File: src/rtl/div_seq_if.sv
// ID-to-divider request bus and divider-to-writeback result bus.
// The slave side belongs to div_seq; the master side belongs to whoever drives ID.
interface div_seq_if #(
   parameter int WORD     = 32,
   parameter int W_RD     = 5,
   parameter int W_STATUS = 4
);
   logic                v_i;
   logic                div_i;
   logic                sgn_i;
   logic                rem_i;
   logic [WORD-1:0]     dest_i;
   logic [WORD-1:0]     src_i;
   logic                wb_i;
   logic [W_RD-1:0]     rd_num_i;
   logic                kill_i;
   logic                stall_o;
   logic                busy_o;
   logic                done_o;
   logic                wb_o;
   logic [W_RD-1:0]     rd_num_o;
   logic [WORD-1:0]     rd_data_o;
   logic [W_STATUS-1:0] status_o;

   modport master (
      output v_i, div_i, sgn_i, rem_i, dest_i, src_i, wb_i, rd_num_i, kill_i,
      input  stall_o, busy_o, done_o, wb_o, rd_num_o, rd_data_o, status_o
   );

   modport slave (
      input  v_i, div_i, sgn_i, rem_i, dest_i, src_i, wb_i, rd_num_i, kill_i,
      output stall_o, busy_o, done_o, wb_o, rd_num_o, rd_data_o, status_o
   );
endinterface

File: src/rtl/div_seq.sv
// Iterative restoring divider for the execute-stage div slot.
// Produces one quotient bit per cycle, then a one-cycle writeback result.
module div_seq #(
   parameter int WORD     = 32,
   parameter int W_RD     = 5,
   parameter int W_STATUS = 4
) (
   input logic      clk,
   input logic      rst,
   div_seq_if.slave bus
);
   localparam int CNT_W = $clog2(WORD);
   localparam logic [WORD-1:0] MIN_VAL  = {1'b1, {(WORD-1){1'b0}}};
   localparam logic [WORD-1:0] ONES_VAL = {WORD{1'b1}};
   localparam logic [WORD-1:0] ZERO_VAL = {WORD{1'b0}};

   typedef enum logic [2:0] {
      S_IDLE = 3'd0,
      S_PREP = 3'd1,
      S_ITER = 3'd2,
      S_FIX  = 3'd3,
      S_DONE = 3'd4
   } state_t;

   typedef enum logic [1:0] {
      P_NORM = 2'd0,
      P_DZ   = 2'd1,
      P_OVF  = 2'd2
   } path_t;

   function automatic logic [WORD-1:0] neg_if(input logic [WORD-1:0] x, input logic en);
      return en ? (~x + {{(WORD-1){1'b0}}, 1'b1}) : x;
   endfunction

   function automatic logic [3:0] flags_of(input logic [WORD-1:0] d, input logic v, input logic dz);
      return {d[WORD-1], (d == ZERO_VAL), v, dz};
   endfunction

   state_t              state_q;
   path_t               path_q;
   logic [CNT_W-1:0]    cnt_q;
   logic [WORD-1:0]     dest_q, src_q, dmag_q, quo_q, prem_q;
   logic                sgn_q, rem_sel_q, wb_q, qneg_q, rneg_q;
   logic [W_RD-1:0]     rd_lat_q;
   logic [W_RD-1:0]     rd_num_q;
   logic [WORD-1:0]     rd_data_q;
   logic [W_STATUS-1:0] status_q;
   logic                done_q, wb_out_q;

   logic                accept;
   logic [WORD:0]       shifted;
   logic [WORD+1:0]     diff;
   logic [WORD-1:0]     prem_d, quo_d, res_d;

   // Accept decode, one restoring step, and final result selection.
   always_comb begin
      accept  = bus.v_i & bus.div_i & ~bus.kill_i & ((state_q == S_IDLE) | (state_q == S_DONE));
      shifted = {prem_q, quo_q[WORD-1]};
      diff    = {1'b0, shifted} - {2'b00, dmag_q};
      // A negative trial difference means the shifted remainder already fits in WORD bits.
      if (diff[WORD+1]) begin
         prem_d = shifted[WORD-1:0];
         quo_d  = {quo_q[WORD-2:0], 1'b0};
      end else begin
         prem_d = diff[WORD-1:0];
         quo_d  = {quo_q[WORD-2:0], 1'b1};
      end
      case (path_q)
         P_DZ:    res_d = rem_sel_q ? dest_q : ONES_VAL;
         P_OVF:   res_d = rem_sel_q ? ZERO_VAL : MIN_VAL;
         default: res_d = rem_sel_q ? neg_if(prem_q, rneg_q) : neg_if(quo_q, qneg_q);
      endcase
   end

   // Sequencing FSM with datapath and registered writeback outputs.
   always_ff @(posedge clk) begin
      if (rst) begin
         state_q   <= S_IDLE;
         path_q    <= P_NORM;
         cnt_q     <= {CNT_W{1'b0}};
         dest_q    <= ZERO_VAL;
         src_q     <= ZERO_VAL;
         dmag_q    <= ZERO_VAL;
         quo_q     <= ZERO_VAL;
         prem_q    <= ZERO_VAL;
         sgn_q     <= 1'b0;
         rem_sel_q <= 1'b0;
         wb_q      <= 1'b0;
         qneg_q    <= 1'b0;
         rneg_q    <= 1'b0;
         rd_lat_q  <= {W_RD{1'b0}};
         rd_num_q  <= {W_RD{1'b0}};
         rd_data_q <= ZERO_VAL;
         status_q  <= {W_STATUS{1'b0}};
         done_q    <= 1'b0;
         wb_out_q  <= 1'b0;
      end else begin
         done_q   <= 1'b0;
         wb_out_q <= 1'b0;
         case (state_q)
            S_IDLE, S_DONE: begin
               if (accept) begin
                  dest_q    <= bus.dest_i;
                  src_q     <= bus.src_i;
                  sgn_q     <= bus.sgn_i;
                  rem_sel_q <= bus.rem_i;
                  wb_q      <= bus.wb_i;
                  rd_lat_q  <= bus.rd_num_i;
                  state_q   <= S_PREP;
               end else begin
                  state_q <= S_IDLE;
               end
            end
            S_PREP: begin
               if (bus.kill_i) begin
                  state_q <= S_IDLE;
               end else begin
                  dmag_q <= neg_if(src_q, sgn_q & src_q[WORD-1]);
                  quo_q  <= neg_if(dest_q, sgn_q & dest_q[WORD-1]);
                  qneg_q <= sgn_q & (dest_q[WORD-1] ^ src_q[WORD-1]);
                  rneg_q <= sgn_q & dest_q[WORD-1];
                  prem_q <= ZERO_VAL;
                  cnt_q  <= CNT_W'(WORD - 1);
                  if (src_q == ZERO_VAL) begin
                     path_q  <= P_DZ;
                     state_q <= S_FIX;
                  end else if (sgn_q && (dest_q == MIN_VAL) && (src_q == ONES_VAL)) begin
                     path_q  <= P_OVF;
                     state_q <= S_FIX;
                  end else begin
                     path_q  <= P_NORM;
                     state_q <= S_ITER;
                  end
               end
            end
            S_ITER: begin
               if (bus.kill_i) begin
                  state_q <= S_IDLE;
               end else begin
                  prem_q <= prem_d;
                  quo_q  <= quo_d;
                  if (cnt_q == {CNT_W{1'b0}}) begin
                     state_q <= S_FIX;
                  end else begin
                     cnt_q <= cnt_q - {{(CNT_W-1){1'b0}}, 1'b1};
                  end
               end
            end
            S_FIX: begin
               if (bus.kill_i) begin
                  state_q <= S_IDLE;
               end else begin
                  rd_data_q <= res_d;
                  status_q  <= flags_of(res_d, path_q == P_OVF, path_q == P_DZ);
                  rd_num_q  <= rd_lat_q;
                  done_q    <= 1'b1;
                  wb_out_q  <= wb_q;
                  state_q   <= S_DONE;
               end
            end
            default: state_q <= S_IDLE;
         endcase
      end
   end

   assign bus.busy_o    = (state_q != S_IDLE);
   // Non-div instructions wait behind an in-flight divide; a div in DONE is accepted instead.
   assign bus.stall_o   = (state_q == S_PREP) | (state_q == S_ITER) | (state_q == S_FIX) |
                          (bus.v_i & ~bus.div_i & (state_q != S_IDLE) & (state_q != S_DONE));
   assign bus.done_o    = done_q;
   assign bus.wb_o      = wb_out_q;
   assign bus.rd_num_o  = rd_num_q;
   assign bus.rd_data_o = rd_data_q;
   assign bus.status_o  = status_q;
endmodule

File: src/flat_wrapper.sv
// flat-port wrapper written by rule: the top's interface ports become plain ports
module div_seq_flat 
#(
   parameter int WORD     = 32,
   parameter int W_RD     = 5,
   parameter int W_STATUS = 4
)
  (clk, rst, bus_v_i, bus_div_i, bus_sgn_i, bus_rem_i, bus_dest_i, bus_src_i, bus_wb_i, bus_rd_num_i, bus_kill_i, bus_stall_o, bus_busy_o, bus_done_o, bus_wb_o, bus_rd_num_o, bus_rd_data_o, bus_status_o);
  div_seq_if #(.WORD(WORD), .W_RD(W_RD), .W_STATUS(W_STATUS)) bus_i ();
  input logic clk;
  input logic rst;
  input wire logic [$bits(bus_i.v_i)-1:0] bus_v_i;
  input wire logic [$bits(bus_i.div_i)-1:0] bus_div_i;
  input wire logic [$bits(bus_i.sgn_i)-1:0] bus_sgn_i;
  input wire logic [$bits(bus_i.rem_i)-1:0] bus_rem_i;
  input wire logic [$bits(bus_i.dest_i)-1:0] bus_dest_i;
  input wire logic [$bits(bus_i.src_i)-1:0] bus_src_i;
  input wire logic [$bits(bus_i.wb_i)-1:0] bus_wb_i;
  input wire logic [$bits(bus_i.rd_num_i)-1:0] bus_rd_num_i;
  input wire logic [$bits(bus_i.kill_i)-1:0] bus_kill_i;
  output wire logic [$bits(bus_i.stall_o)-1:0] bus_stall_o;
  output wire logic [$bits(bus_i.busy_o)-1:0] bus_busy_o;
  output wire logic [$bits(bus_i.done_o)-1:0] bus_done_o;
  output wire logic [$bits(bus_i.wb_o)-1:0] bus_wb_o;
  output wire logic [$bits(bus_i.rd_num_o)-1:0] bus_rd_num_o;
  output wire logic [$bits(bus_i.rd_data_o)-1:0] bus_rd_data_o;
  output wire logic [$bits(bus_i.status_o)-1:0] bus_status_o;
  assign bus_i.v_i = bus_v_i;
  assign bus_i.div_i = bus_div_i;
  assign bus_i.sgn_i = bus_sgn_i;
  assign bus_i.rem_i = bus_rem_i;
  assign bus_i.dest_i = bus_dest_i;
  assign bus_i.src_i = bus_src_i;
  assign bus_i.wb_i = bus_wb_i;
  assign bus_i.rd_num_i = bus_rd_num_i;
  assign bus_i.kill_i = bus_kill_i;
  assign bus_stall_o = bus_i.stall_o;
  assign bus_busy_o = bus_i.busy_o;
  assign bus_done_o = bus_i.done_o;
  assign bus_wb_o = bus_i.wb_o;
  assign bus_rd_num_o = bus_i.rd_num_o;
  assign bus_rd_data_o = bus_i.rd_data_o;
  assign bus_status_o = bus_i.status_o;
  div_seq #(.WORD(WORD), .W_RD(W_RD), .W_STATUS(W_STATUS)) u_core (.clk(clk), .rst(rst), .bus(bus_i));
endmodule
File: config.mk
export PLATFORM = sky130hd
export DESIGN_NAME = div_seq_flat
export DESIGN_NICKNAME = d
export VERILOG_FILES = /design/src/rtl/div_seq_if.sv /design/src/rtl/div_seq.sv /design/src/flat_wrapper.sv
export SDC_FILE = /design/constraint.sdc
export NUM_CORES = 1
export LEC_CHECK = 0
export ABC_AREA = 1
export CORE_AREA = 2 2 127 222
export DETAILED_ROUTE_END_ITERATION = 8
export DIE_AREA = 0 0 129 224
export PLACE_DENSITY = 0.81
export SETUP_SLACK_MARGIN = 0.02
export SLEW_MARGIN = 40
export SYNTH_ARGS = -nofsm -noshare
export SYNTH_HDL_FRONTEND = slang
export SYNTH_SLANG_ARGS = --single-unit
export TNS_END_PERCENT = 1
File: constraint.sdc
create_clock -name clk -period 2.5 [get_ports clk]
set_input_delay 0.5 -clock clk [delete_from_list [all_inputs] [get_ports clk]]
set_output_delay 0.5 -clock clk [all_outputs]
set_load 0.02 [all_outputs]
### Yosys cells after proc, flatten, opt, wreduce, memory -nomap -nowiden

Cells that the tools add are included.

| storage, ports and cells | value |
|---|---|
| bits in registers | 223 |
| output and inout port bits | 45 |
| word-level logic and storage cells | 106 |

| cells by class | value |
|---|---|
| bitwise logic cells | 21 |
| add/subtract/negate cells | 6 |
| equal/unequal tests | 13 |
| reduce and logical (&&, ||, !) cells | 16 |
| multiplexer cells | 31 |

Operator list:

| cell | count |
|---|---|
| $mux W32 | 12 |
| $pmux W32 S2 | 3 |
| $add A32 B1 Y32 const B | 4 |
| $not A32 Y32 | 4 |
| $eq A32 B32 Y1 const B | 2 |
| $logic_not A32 Y1 | 2 |
| $sub A33 B32 Y34 | 1 |
| $mux W3 | 5 |
| $mux W5 | 3 |
| $pmux W3 S4 | 1 |
| $pmux W5 S2 | 1 |
| $and A1 B1 Y1 | 9 |
| $eq A3 B2 Y1 const B | 2 |
| $ne A2 B2 Y1 const B | 3 |
| $reduce_and A2 Y1 | 3 |
| $logic_not A5 Y1 | 1 |
| $sub A5 B1 Y5 const B | 1 |
| $mux W1 | 4 |
| $mux W2 | 2 |
| $or A1 B1 Y1 | 4 |
| $reduce_and A4 Y1 | 1 |
| $reduce_or A2 Y1 | 2 |
| $eq A3 B1 Y1 const B | 1 |
| $eq A3 B3 Y1 const B | 1 |
| other kinds (12) | 15 |

### Logic depth before layout (Yosys ltp)

Gate-level depths: netlist of the first run.

| logic depth | value |
|---|---|
| word-level depth | 7 |
| depth in mapped cells | 17 |
| mapped depth without buffers | 17 |

### Worst setup path before layout of the first run

OpenSTA, ideal clock, no wires.

| timing path | value |
|---|---|
| path kind | reg-to-reg |
| from | reg u_core.quo_q[31] |
| to | reg u_core.prem_q[22] |
| cell stages (with the launch flop) | 16 |
| arrival | 2103 ps |
| required time | 2368 ps |
| buffers on the path | 0 |
| period minus slack after synthesis | 2235 ps |
| setup time | 132 ps |
| path slack | 265 ps |
| path through | dfxtp_1 inv_1 ha_1 inv_1 fa_1 nand2_1 a21oi_2 a31oi_1 o21ai_2 nand2_1 nand2_1 nand2_1 nand2_1 xor2_1 o21bai_1 a21oi_1 |

| on the way | value |
|---|---|
| longest elaborated chain between the ends | 4 |

RTL lines:

| item | line | text |
|---|---|---|
| start, declared | div_seq.sv:42 | `logic [WORD-1:0] dest_q, src_q, dmag_q, quo_q, prem_q;` |
| start signal, assigned | div_seq.sv:119 | `quo_q <= neg_if(dest_q, sgn_q & dest_q[WORD-1]);` |
| start signal, assigned | div_seq.sv:141 | `quo_q <= quo_d;` |
| $sub A33 B32 Y34 | div_seq.sv:59 | `diff = {1'b0, shifted} - {2'b00, dmag_q};` |
| $mux W32 | div_seq.sv:61 | `if (diff[WORD+1]) begin` |
| $mux W32 | div_seq.sv:137 | `if (bus.kill_i) begin` |
| $pmux W32 S2 | div_seq.sv:100 | `case (state_q)` |
| end signal, assigned | div_seq.sv:140 | `prem_q <= prem_d;` |
| end, declared | div_seq.sv:42 |  |

Every way passes these cells. The select of a mux whose other input is x is not followed.
A chain may end at the register's enable or synchronous reset.

### Worst setup path after layout of the first run

| timing path | value |
|---|---|
| from | reg u_core.dmag_q[14] |
| to | reg u_core.prem_q[27] |

| on the way | value |
|---|---|
| longest elaborated chain between the ends | 4 |

RTL lines:

| item | line | text |
|---|---|---|
| start, declared | div_seq.sv:42 |  |
| start signal, assigned | div_seq.sv:118 | `dmag_q <= neg_if(src_q, sgn_q & src_q[WORD-1]);` |
| $sub A33 B32 Y34 | div_seq.sv:59 |  |
| $mux W32 | div_seq.sv:61 |  |
| $mux W32 | div_seq.sv:137 |  |
| $pmux W32 S2 | div_seq.sv:100 |  |

Every way passes these cells. The select of a mux whose other input is x is not followed.

==> impl_metrics.csv, run 1 <==
group,metric,value,unit
final_layout,final_cells,2948,
logic_synthesis,synth.avg_cell_area,6.21,µm²
sta,slew_headroom,33.2,%
setup_path,crit_buf_inv,1,
route,via_per_inst,5.87,
clock_tree,cts_sinks,222,
clock_tree,clk_path_buf_depth,3,
clock_tree,clock_latency,0.55,ns
grt,grt_util_all_layers,40.9,%
logic_synthesis,synth_commonest_cells,"nand2_1, nor2_1, o21ai_0, a21oi_1, inv_1",
logic_synthesis,synth_edf_count,0,
logic_synthesis,synth_nets,2486,
sta,slew_violations,0,
placement,port_buffers,121,
placement,dp_hpwl,46400,µm
die,row_count,80,
route,wl,60800,µm
setup_path,worst_path_most_repeated_cell,"a21oi_1",
logic_synthesis,synth_top_area_cell,"dfxtp_1",
final_layout,layout-drive-gt1-share,13.3,%
grt,antenna_found_initial,0,
clock_tree,cts_buffers,23,
sta,timing_hold_violations_final,0,
sta,rsz0062_at_grt,"yes",
logic_synthesis,syn_area,14700,µm²
setup_path,crit-reg2reg-launch,"u_core.dmag_q[14]",
logic_synthesis,ys.flop_type,"dfxtp_1",
route,dr.pass1.iters,6,
grt,grt_pass1_vias,16700,
sta,fmax,0.396,GHz
grt,grt_max_degree,81,
sta,finalSetupViolations,1,
clock_tree,path_clk_slew,0.06,ns
sta,fin_hold_ws,0.464,ns
die,die_w,129,µm
logic_synthesis,ys_types,49,
power_and_ir_drop,ir_drop,0.733,mV
die,pin_count,122,
sta,tightest_slew,0.991,ns
hold_path,holdCritStartpoint,"u_core.wb_q",
setup_path,reg2reg_slack,-0.02,ns
die,core_area,27100,µm²
route,routedWlPerCell,20.6,µm
logic_synthesis,synth-seq-cells,222,
run_status,outcome,"complete, but fails checks",
power_and_ir_drop,power_density,534,nW/µm²
logic_synthesis,syn_inst,2367,
sta,layout_setup_ws,-0.0238,ns
clock_tree,postCtsHoldBufs,0,
placement,post-place-ws,-0.0463,ns
setup_path,rr_worst_depth,10,
logic_synthesis,ys_warn_count,0,
setup_path,r2r_end,"u_core.prem_q[27]",
sta,clock_skew,0.0204,ns
sta,period_share,101,%
die,die_h,224,µm
final_layout,nets,2683,
die,die_area,28900,µm²
route,vias,17300,
setup_path,crit_type,"flip-flop to flip-flop",
placement,gp_congestion,1.07,
sta,tns,-0.0238,ns
setup_path,worstPathCellList,"inv_1 -> ha_1 -> a21oi_1 -> o21ai_1 -> a21oi_1 -> nor2_1 -> a211oi_1 -> a21oi_1 -> o211ai_1 -> a21oi_1",
grt,grt_pass1_wl,89900,µm
setup_path,startpoint_type,"flip-flop",
hold_path,hold_end,"u_core.bus.wb_o",
grt,grt_overflow_total,0,
setup_path,worstPathArrival,2.91,ns
setup_path,critPathMaxFanout,4,
setup_path,slowest_delay,0.37,ns
hold_path,worstHoldPathCells,2,
route,dr.first_iter.drc_count,1465,
sta,min_period,2.52,ns
final_layout,area_delta_synth_final,25.8,%
clock_tree,cts_tree,"built",
final_layout,antennaDiodeCount,0,
route,drc,0,
clock_tree,cts-root-buf,"clkbuf_16",
placement,place_inst,2898,
logic_synthesis,yosys.area.top_type_share,30.2,%
setup_path,required,2.89,ns
setup_path,crit_path_end_kind,"flip-flop",
run_status,violations,"setup timing",
logic_synthesis,yosysMostFrequentCell,"nand2_1",
logic_synthesis,synth_top_cells_by_area,"dfxtp_1, nand2_1, o21ai_0",
clock_tree,cts.htree.levels,1,
job,cap_violations,0,
route,ant_nets,0,
setup_path,crit_family,"compound AO/OA/AOI/OAI gates",
hold_path,hold_path_class,"flip-flop to flip-flop",
die,start_util,54.2,%
setup_path,slowest_stage,"ha_1",
power_and_ir_drop,leakagePower,8.70,nW
logic_synthesis,async_flop_share,0,%
logic_synthesis,ys_seq_area_share,30.2,%
## flip-flops by register name, summed over array words and instances, names as in the netlist, 2 cells and up
register and count:
u_core.bus.rd_data_o 32, u_core.bus.rd_num_o 5, u_core.bus.status_o 3, u_core.cnt_q 5, u_core.dest_q 32, u_core.dmag_q 32, u_core.path_q 2, u_core.prem_q 32
u_core.quo_q 32, u_core.rd_lat_q 5, u_core.src_q 32, u_core.state_q 3
## final cells by class
class / count / area, µm²
inverters: 275 / 1030
fillers: 2434 / 8630
clock buffers: 30 / 632
repair buffers: 283 / 2600
well taps: 369 / 462
multi-input cells: 1759 / 9200
flip-flops and latches: 222 / 4460
clock inverters: 10 / 119
## power by group
group          internal, mW  switching [mW]  leakage [nW]
Sequential             3.64           0.131          1.80
Clock                  2.00            1.52         0.375
Combinational         0.996            1.59          6.52
Total                  6.63            3.24          8.70
## worst register-to-register path, stage by stage, from the launching register on
cell and delay [ns]:
dfxtp_1 0.31, inv_1 0.09, ha_1 0.37, a21oi_1 0.25, o21ai_1 0.28, a21oi_1 0.25, nor2_1 0.06, a211oi_1 0.31
a21oi_1 0.16, o211ai_1 0.20, a21oi_1 0.08
## cells in the final DEF (no fill, tap or decap), drive strengths merged, types with 41 or more instances in the layout
master         count
inv              274
nand2            455
ha                41
o21ai            300
dfxtp            222
clkdlybuf4s50    120
nor2             309
buf              163
a21oi            265
nand3            177
## per-layer routing
metal | up-vias | routed length (µm) | global-route usage, %
met4 | 0 | 7510 | 40.1
met2 | 788 | 30300 | 73.1
li1 | 8269 | - | -
met5 | - | 0 | 0
met3 | 325 | 3230 | 5.02
met1 | 7926 | 19800 | 39.0
## metrics by stage
step	total power [mW]	instance area [µm²]	utilization [%]
floorplan	5.18	14700	-
global placement	6.19	17300	63.6
detailed placement	6.21	17300	63.6
CTS	9.72	18100	66.7
global route	10.2	18500	68.2
finish	9.88	18500	68.2
## how the worst max path moves through the flow
| stage | start | to | cells past startpoint |
|---|---|---|---|
| 2_1_floorplan | u_core.quo_q[31] | u_core.prem_q[22] | 15 |
| 3_3_place_gp | u_core.prem_q[1] | u_core.bus.status_o[2] | 15 |
| 3_5_place_dp | u_core.prem_q[1] | u_core.bus.status_o[2] | 15 |
| 4_1_cts | u_core.prem_q[1] | u_core.bus.status_o[2] | 15 |
| 5_1_grt | u_core.prem_q[1] | u_core.bus.status_o[2] | 17 |
| 6_report | u_core.dmag_q[14] | u_core.prem_q[27] | 10 |
## kinds of logic after synthesis
kind of cell             count (synthesis)  share of synthesized area (%)
buffers and inverters                  386                           10.1
AND/OR/NAND/NOR                       1028                           29.9
XOR/XNOR                                42                           2.50
flip-flops                             222                           30.2
AO/OA/AOI/OAI                          647                           23.7
adder cells (fa/ha/maj)                 42                           3.62
## what timing repair did
item / in CTS / in global routing
endpoints found under the setup margin: 11 / 57
resized for setup: 16 / 105
gates cloned: 0 / 0
pin swaps: 4 / 20
buffers inserted: 1 / 9
No activity file was read; power rests on OpenSTA's default activity.
==> run 2: changes to the inputs <==
- CELL_PAD_IN_SITES_DETAIL_PLACEMENT: default -> 1
- CELL_PAD_IN_SITES_GLOBAL_PLACEMENT: default -> 1
- CORE_AREA: 2 2 127 222 -> 2 2 145 253
- DIE_AREA: 0 0 129 224 -> 0 0 147 255
- PLACE_DENSITY: 0.81 -> 0.87
==> run 2 against run 1 <==
Net effect:
- worst hold slack worse by 0.032 ns
- the flow still finishes with violations (setup timing)
- fmax down 4.5%
- clock skew up 0.016 ns
- final cell count up 6.6%
- global-route usage down 1.0 points
- largest cell class unchanged
- utilization down 13 points
- register-to-register slack worse by 0.12 ns
- critical path depth up 3
- clock power up 11%
==> impl_metrics.csv, run 2 (synthesis results as in run 1) <==
group,metric,value,unit
route,via_per_inst,6.03,
sta,tightest_slew,0.970,ns
run_status,violations,"setup timing",
die,row_count,92,
placement,gp_congestion,1.03,
die,die_area,37500,µm²
route,ant_nets,0,
die,core_area,35700,µm²
hold_path,holdCritStartpoint,"rst",
setup_path,startpoint,"u_core.dest_q[1]",
setup_path,required,3.00,ns
grt,antenna_found_initial,2,
final_layout,layout_common_cells,"nand2_1, nor2_1, o21ai_0",
power_and_ir_drop,p_comb_share,27.0,%
sta,period_share,106,%
sta,fin_hold_ws,0.432,ns
hold_path,hold_end,"u_core.cnt_q[2]",
setup_path,worstPathArrival,3.14,ns
clock_tree,path_clk_slew,0.08,ns
hold_path,worstHoldPathCells,3,
clock_tree,clock_latency,0.60,ns
power_and_ir_drop,power_density,539,nW/µm²
sta,min_period,2.64,ns
clock_tree,clk_path_buf_depth,3,
power_and_ir_drop,leakagePower,9.17,nW
power_and_ir_drop,switching_power,3.71,mW
grt,grt_max_degree,83,
clock_tree,cts_tree,"built",
setup_path,reg2reg_slack,-0.14,ns
setup_path,startpoint_type,"flip-flop",
die,pin_count,122,
setup_path,rr_worst_depth,13,
final_layout,design_area,19500,µm²
die,die_h,255,µm
clock_tree,cts_buffers,24,
sta,layout_setup_ws,-0.143,ns
power_and_ir_drop,intPower,6.81,mW
final_layout,layout-drive-gt1-share,17.2,%
final_layout,mostFrequentLayoutCell,"nand2_1",
sta,timing_hold_violations_final,0,
power_and_ir_drop,p_sw_share,35.3,%
placement,dp_hpwl,56600,µm
setup_path,r2r_end,"u_core.quo_q[24]",
grt,grt_util_all_layers,39.9,%
run_status,outcome,"complete, but fails checks",
hold_path,hold_path_class,"input port to flip-flop",
sta,fmax,0.378,GHz
sta,slew_violations,0,
job,cap_violations,0,
power_and_ir_drop,ir_drop,0.586,mV
placement,dpl_cell_area,18100,µm²
die,die_w,147,µm
sta,slew_headroom,34.6,%
power_and_ir_drop,power_frac_clock,37.1,%
route,wl,80500,µm
sta,finalSetupViolations,34,
route,dr.first_iter.drc_count,1292,
route,vias,18900,
route,dr.pass1.iters,5,
setup_path,crit_type,"flip-flop to flip-flop",
grt,grt_overflow_total,0,
final_layout,nets,2773,
clock_tree,cts.htree.levels,1,
final_layout,area_delta_synth_final,32.8,%
sta,clock_skew,0.0363,ns
placement,port_buffers,121,
setup_path,crit-reg2reg-launch,"u_core.dest_q[1]",
sta,rsz0062_at_grt,"yes",
clock_tree,cts-root-buf,"clkbuf_16",
grt,grt_pass1_vias,20000,
grt,grt_pass1_wl,114000,µm
power_and_ir_drop,seq_power_share,35.9,%
die,start_util,41.2,%
setup_path,crit_path_end_kind,"flip-flop",
route,routedWlPerCell,25.6,µm
route,drc,0,
setup_path,critPathMaxFanout,5,
clock_tree,cts_sinks,222,
-- run 2: changes by cell type in the layout (fill, tap and decap cells not counted), moves of 5 or more --
cell	before	now
buf_4	148	232
o21ai_0	273	262
clkinv_2	7	2
a21oi_1	245	240
inv_1	255	249
o21ai_1	19	28
inv_2	18	24
ha_1	29	24
-- run 2: routing by layer --
layer	vias to the layer above	share of wire [%]	GRT usage, %
li1	8437	-	-
met2	957	51	74.1
met5	-	0.015	0
met4	2	13	40.6
met1	9065	31	36.4
met3	483	5.4	4.83
-- run 2: worst max path at each step --
stage / endpoint / slack (ns)
finish: u_core.quo_q[24] / -0.14
global route: u_core.quo_q[24] / -0.31
CTS: u_core.prem_q[6] / -0.06
detailed placement: u_core.bus.status_o[2] / -0.29
global placement: u_core.bus.status_o[2] / -0.23
floorplan: u_core.prem_q[22] / 0.27
-- run 2: power by group through the flow --
| stage | clock (mW) | sequential, mW | combinational, mW |
|---|---|---|---|
| after CTS | 3.88 | 3.76 | 2.62 |
| after global placement | 0 | 3.83 | 2.45 |
| final | 3.90 | 3.78 | 2.84 |
| after global routing | 4.05 | 3.78 | 3.03 |
| after detailed placement | 0 | 3.84 | 2.53 |
| after floorplan | 0 | 3.80 | 1.39 |
-- run 2: critical path: stages (launching register included) --
cell,delay [ns]
dfxtp_1,0.31
inv_2,0.14
ha_1,0.19
inv_1,0.07
nor3_2,0.17
nand3_2,0.13
nor3_4,0.26
nand4_1,0.13
nor2_1,0.14
buf_4,0.16
nor2_1,0.05
a21oi_1,0.52
a21oi_1,0.11
a21oi_1,0.16
-- run 2: per-stage QoR --
step                      instances  TNS [ns]  util, %  setup WS (ns)  power (mW)
final                          3142     -2.07     54.7         -0.143        10.5
after global routing           3142     -8.30     54.7         -0.309        10.9
after CTS                      3132    -0.299     53.5        -0.0619        10.3
after detailed placement       3086     -2.14     50.6         -0.290        6.38
after global placement         3086    -0.800     50.6         -0.225        6.29
after floorplan                2367         0        -          0.265        5.18
-- run 2: final cells by class --
class	count	area, µm²
Clock buffer	29	649
Tap cell	470	588
Inverter	275	1030
Antenna cell	1	2.50
Fill cell	4728	16200
Clock inverter	14	180
Sequential cell	222	4460
Multi-Input combinational cell	1759	9310
Timing Repair Buffer	372	3310
-- run 2: what timing repair did --
action | 4_1_cts | 5_1_grt
cloned | 0 | 0
resized for setup | 39 | 115
pin swaps | 6 | 23
setup endpoints to repair | 46 | 77
buffers inserted | 3 | 9
hold buffers | 0 | 0
==> RTL change 1 (flow settings as in run 2) <==
The 3 values of `path_t` get a one-hot encoding in 3 bits.
--- a/src/rtl/div_seq.sv
+++ b/src/rtl/div_seq.sv
@@ -22,10 +22,10 @@
       S_DONE = 3'd4
    } state_t;
 
-   typedef enum logic [1:0] {
-      P_NORM = 2'd0,
-      P_DZ   = 2'd1,
-      P_OVF  = 2'd2
+   typedef enum logic [2:0] {
+      P_NORM = 3'b001,
+      P_DZ   = 3'b010,
+      P_OVF  = 3'b100
    } path_t;
 
    function automatic logic [WORD-1:0] neg_if(input logic [WORD-1:0] x, input logic en);
Check against the original RTL: same outputs for any inputs over 4 cycles, from zero or initial values and one cycle with rst high; so few cycles prove little.
==> RTL change 1 against run 2 <==
  * The flow still finishes with violations (setup timing)
  * Wire length decreased by 14%
  * Setup slack improved by 140 ps
  * Clock skew shrank 16 ps
  * Total power increased by 0.38%
  * Synthesized area rose by 0.42%
  * Sequential cell count grew 1
  * Critical path depth fell by 1
  * Sequential share of layout area increased by 0.92 points
  * Synthesized cell count is 0.13% lower
  * Via count is 6.4% lower
  * Final area shrank 3.3%
  * Critical path type unchanged
  * Largest cell class unchanged
  * Largest power group unchanged
  * Highest routed layer is now met4
==> RTL change 1: results (changes against run 2) <==
## Run status
- finished, violations left — status
- setup timing — violations in the final reports

## STA
- -7.12 ps — post-route setup slack, +136 ps
- 1 — final-report setup violation count, -97%
- 45.5% — Rel. slew slack, +11 points
- -7.12 ps — Total Negative Setup Slacks, +2070 ps
- 20.0 ps — maximum clock skew at final layout, -16.3 ps

## Pwr
- 0.000585 V — peak supply drop, -0.19%
- 0.00712 W — Power Internal, +4.5%
- 0.0106 W — total power, +0.38%
- 559 mW/mm^2 — pwr/cell area, +3.9%
- 24.2% — combinational fraction of design power, -2.8 points
- 8.82 nW — leakage dissipation, -3.9%
- 0.00421 W — P_clk, +7.9%

## Routing
- 17700 — total via count after detailed routing, -6.4%
- 5.81 — number of vias per cell, -3.7%
- 1010 — first-iteration detailed-routing DRC count, -22%
- 69.4 mm — final wirelength, -14%

## Global routing
- 100 — pin count of the biggest net entering global routing, +20%
- 36.0% — overall fraction of global-route tracks in use, -3.9 points
- 18900 — via count of the first global-routing pass, -5.7%
- 105 mm — global-route wire length before repair, -8.3%
- 3 — initial antenna violation count, +1

## Clock tree
- 1 — CTS H-Tree Depth, unchanged
- 0 — number of buffers inserted to repair setup after CTS, -3
- 17 — quantity of gates resized following cts, -56%
- 570 ps — clock latency at the later pin of the worst-skew pair, -30 ps
- 24 — number of clock buffers inserted by TritonCTS, unchanged
- 3 — Clock Path Buffers, unchanged

## Worst setup path
- compound AO/OA/AOI/OAI gates — critical path's top delay family
- 6 — largest fanout of any net on the critical path, +1
- 12 — cell depth of the worst setup path, -1
- 330 ps — slowest stage delay, CP, -190 ps
- dfxtp_1 — critical-path cell with the highest stage delay
- 2980 ps — Critical Path AT, -160 ps

## Placement
- 0.978 — routability cong., -4.9%
- 3003 — Cells after DPL, -2.7%
- 52.1 mm — detailed placement HPWL, -7.9%
- 0.0175 sq mm — Placement Cell Area, -3.4%
- 121 — number of buffers inserted by port buffering, unchanged

## Logic synthesis
- 6.25 sq um — average footprint of a synthesized cell, +0.54%
- 0% — Synth async-reset ratio, unchanged
- dfxtp_1 — most used flip-flop cell after synthesis
- 50 — number of unique standard cell types used by synthesis, +2.0%
- 2481 — Post-Synthesis Net Count, -0.20%
- nand2_1 (453), o21ai_0 (286), a21oi_1 (276) — most numerous cell types in the synthesized netlist
- 30.2% — sequential fraction of the synthesis area, about the same
- dfxtp_1 (30%), nand2_1 (12%), o21ai_0 (9.7%) — ranking of synthesized cells by area

## Cells and area
- 14.1% — layout cell share with drive strength beyond 1, -3.1 points
- 2682 — Post-layout nets, -3.3%
- 4811 — filler cell count in the final layout, +1.8%

## Floorplan
- 41.4% — Initial Utilization, +0.17 points

## Hold path
- 3 — worst hold path cell count, unchanged

RTL change 1: cell count changes in the layout (fill, tap and decap cells not counted), moves of 6 or more:
cell | run 2 | this run
nand3_1 | 166 | 172
xor2_1 | 25 | 34
o21ai_0 | 262 | 277
a21oi_1 | 240 | 257
inv_2 | 24 | 18
buf_4 | 232 | 151
nor2_1 | 285 | 248
inv_1 | 249 | 259
RTL change 1: area by class of cell:
| cell class | instances | share of cell area, % |
|---|---|---|
| Clock buffer | 35 | 3.77 |
| Tap cell | 470 | 3.12 |
| Sequential cell | 223 | 23.7 |
| Inverter | 278 | 5.53 |
| Timing Repair Buffer | 288 | 14.0 |
| Antenna cell | 3 | 0.0398 |
| Clock inverter | 9 | 1.07 |
| Multi-Input combinational cell | 1750 | 48.7 |
RTL change 1: logic make-up after synthesis:
group,Yosys count,share of synthesized area (%)
XOR/XNOR,46,2.73
flip-flops,223,30.2
adder cells (fa/ha/maj),40,3.44
AND/OR/NAND/NOR,997,28.9
AO/OA/AOI/OAI,667,24.3
buffers and inverters,391,10.4
RTL change 1: per-layer routing:
| metal | GRT usage [%] | wire length [um] | vias to the layer above |
|---|---|---|---|
| met4 | 37.1 | 8690 | 0 |
| met3 | 3.39 | 2530 | 316 |
| li1 | - | - | 8286 |
| met2 | 66.5 | 35300 | 543 |
| met1 | 33.7 | 22900 | 8596 |
| met5 | 0 | 0 | - |
RTL change 1: final timing paths:
check	from	to	slack (ps)
worst min-delay path	rst	u_core.bus.status_o[2]	480
worst max-delay path	u_core.dmag_q[30]	u_core.prem_q[0]	-7
worst max register to register	u_core.dmag_q[30]	u_core.prem_q[0]	-7
worst min register to register	u_core.wb_q	u_core.bus.wb_o	480
==> RTL change 2 (settings of run 2) <==
Made on the original files. Make the reset (`rst`) asynchronous in one clocked block.
--- a/src/rtl/div_seq.sv
+++ b/src/rtl/div_seq.sv
@@ -73,7 +73,7 @@
    end
 
    // Sequencing FSM with datapath and registered writeback outputs.
-   always_ff @(posedge clk) begin
+   always_ff @(posedge clk or posedge rst) begin
       if (rst) begin
          state_q   <= S_IDLE;
          path_q    <= P_NORM;
Formal check against the unedited RTL: differs if rst is asserted again (counterexample within 4 cycles, from zero or initial values and one cycle with rst high); with rst held inactive, the same outputs for 4 cycles.
==> RTL change 2 against run 2 <==
  * The run still ends with setup timing left
  * Die area did not move
  * Wire length fell by 4.2%
  * Cell count fell by 3.5%
  * Sequential cell count did not move
  * Final area rose by 6.1%
  * Setup slack got worse by 52 ps
  * Synthesized area rose by 5.3%
  * Critical endpoint is now u_core.prem_q[4]
  * Largest cell class unchanged
  * Highest routed layer unchanged
Power is not compared: it rests on default switching activity, and its combinational part moved more than twofold at a synthesized area within 25%.
==> RTL change 2: results (changes against run 2) <==
## Worst setup path
- u_core.prem_q[4] — reg2reg end
- dfrtp_2 — critical-path cell with the highest stage delay
- 10 — Reg2Reg Depth, -3
- 3150 ps — Critical Path AT, about the same
- 21 — largest fanout of any net on the critical path, +16
- simple AND/OR/NAND/NOR gates — critical path's top delay family
- u_core.prem_q[4] — reg2reg start

## Global routing
- 33.4% — met1 Track Usage GR, -3.1 points
- 1 — initial antenna violation count, -1
- 57 — pin count of the biggest net entering global routing, -31%
- 35.0% — overall fraction of global-route tracks in use, -4.9 points
- 3.99% — met3 global-route usage, -0.84 points
- 102 mm — global-route wire length before repair, -10%
- 66.7% — GRT met2 Usage, -7.4 points
- 18900 — via count of the first global-routing pass, -5.4%

## Placement
- -124 ps — pre-CTS setup slack, +166 ps
- 121 — number of buffers inserted by port buffering, unchanged
- 2949 — Cells after DPL, -4.4%
- 0.966 — routability cong., -6.1%
- 50.6 mm — detailed placement HPWL, -11%
- 0.0183 sq mm — Placement Cell Area, +1.4%

## Cells and area
- 0 — final antenna diode count, -1
- 3033 — non-filler instance count after layout, -3.5%
- 2663 — Post-layout nets, -4.0%
- 21.1% — layout cell share with drive strength beyond 1, +4.0 points

## Routing
- 8 — count of TritonRoute iterations in the first routing pass, +3
- 1489 — first-iteration detailed-routing DRC count, +15%
- 18500 — total via count after detailed routing, -2.4%
- 77.1 mm — final wirelength, -4.2%

## Logic synthesis
- 2398 — Post-Synthesis Net Count, -3.5%
- nand2_1 (557), nor2_1 (303), inv_1 (249) — most numerous cell types in the synthesized netlist
- 35.9% — proportion of netlist area held by the largest area contributor, +5.6 points
- 2.37% — xor/xnor share of the synthesized area, -0.13 points
- dfrtp_1 (36%), nand2_1 (13%), nor2_1 (7.3%) — ranking of synthesized cells by area
- 16.3% — area fraction in compound gates after synthesis, -7.4 points
- 0 — Synth Warn #, unchanged
- 2279 — count of mapped cells out of synthesis, -3.7%
- 35.9% — sequential fraction of the synthesis area, +5.6 points
- 48 — number of unique standard cell types used by synthesis, -2.0%
- 3.44% — adder and majority gate portion of the synthesized area, -0.18 points
- 100% — Synth async-reset ratio, +100 points
- 1.38% — multiplexer share of the synthesized area, +1.4 points

## Clock tree
- 25 — number of clock buffers inserted by TritonCTS, +4.2%
- 600 ps — clock latency at the later pin of the worst-skew pair, about the same
- 80 ps — Clock Pin Slew Worst Setup and Hold Paths, about the same
- clkbuf_16 — clock tree root buffer cell

## Hold path
- input pin to async pin — Hold WC Path Type

## Run status
- finished, violations left — status
- setup timing — violations in the final reports

## STA
- -1990 ps — Total Negative Setup Slacks, +86.6 ps
- 31 — final-report setup violation count, -8.8%
- -195 ps — post-route setup slack, -51.8 ps
- 327 ps — post-route worst hold slack, -105 ps
- 53.9% — Rel. slew slack, +19 points
- 48.4 ps — maximum clock skew at final layout, +12.2 ps

## Pwr
- 0.000692 V — peak supply drop
- 9.87 nW — leakage dissipation

-- RTL change 2: changes by cell type after synthesis, sizes merged, moves of 20 or more --
cell	before	now
dfxtp	222	0
nand3	177	210
a21oi	265	158
o22ai	0	20
dfrtp	0	222
clkbuf	76	53
nand2	455	570
o21ai	300	200
-- RTL change 2: where the power goes --
group	internal (W)	switching, W
clock network	0.00229	0.00181
logic	0.00843	0.0144
registers	0.00496	0.00159
-- RTL change 2: what timing repair did --
item | 4_1_cts | 5_1_grt
endpoints found under the setup margin | 35 | 56
gates cloned | 0 | 4
pin swaps | 5 | 60
gates resized for setup | 37 | 228
hold endpoints to repair | 0 | 0
buffers inserted | 3 | 31
-- RTL change 2: logic make-up after synthesis --
logic type / Yosys count
compound gates: 449
xor+xnor: 42
fa+ha+maj: 42
buf+inv: 351
flops: 222
mux: 19
simple gates: 1154
-- RTL change 2: final cells by class --
type / instances / area [sq um]
clock buffers: 30 / 684
clock inverters: 16 / 194
fillers: 4453 / 15000
inverters: 265 / 1010
multi-input cells: 1706 / 9650
flip-flops and latches: 222 / 5570
well taps: 470 / 588
repair buffers: 324 / 3030
-- RTL change 2: per-layer routing --
metal,up-vias,routed length (um)
met5,-,11
met4,2,8780
met3,513,4450
met2,979,39100
met1,9034,24800
li1,7968,-
-- RTL change 2: how the worst max path moves through the flow --
stage,start,end,cells past startpoint,slack (ps)
final,u_core.prem_q[4],u_core.prem_q[4],10,-200
after global routing,u_core.quo_q[10],u_core.bus.status_o[2],14,-300
after CTS,u_core.path_q[0],u_core.bus.status_o[2],14,-60
after detailed placement,u_core.dest_q[0],u_core.state_q[0],12,-120
after global placement,u_core.prem_q[1],u_core.bus.status_o[2],15,-70
after floorplan,rst,u_core.bus.done_o,1,-900
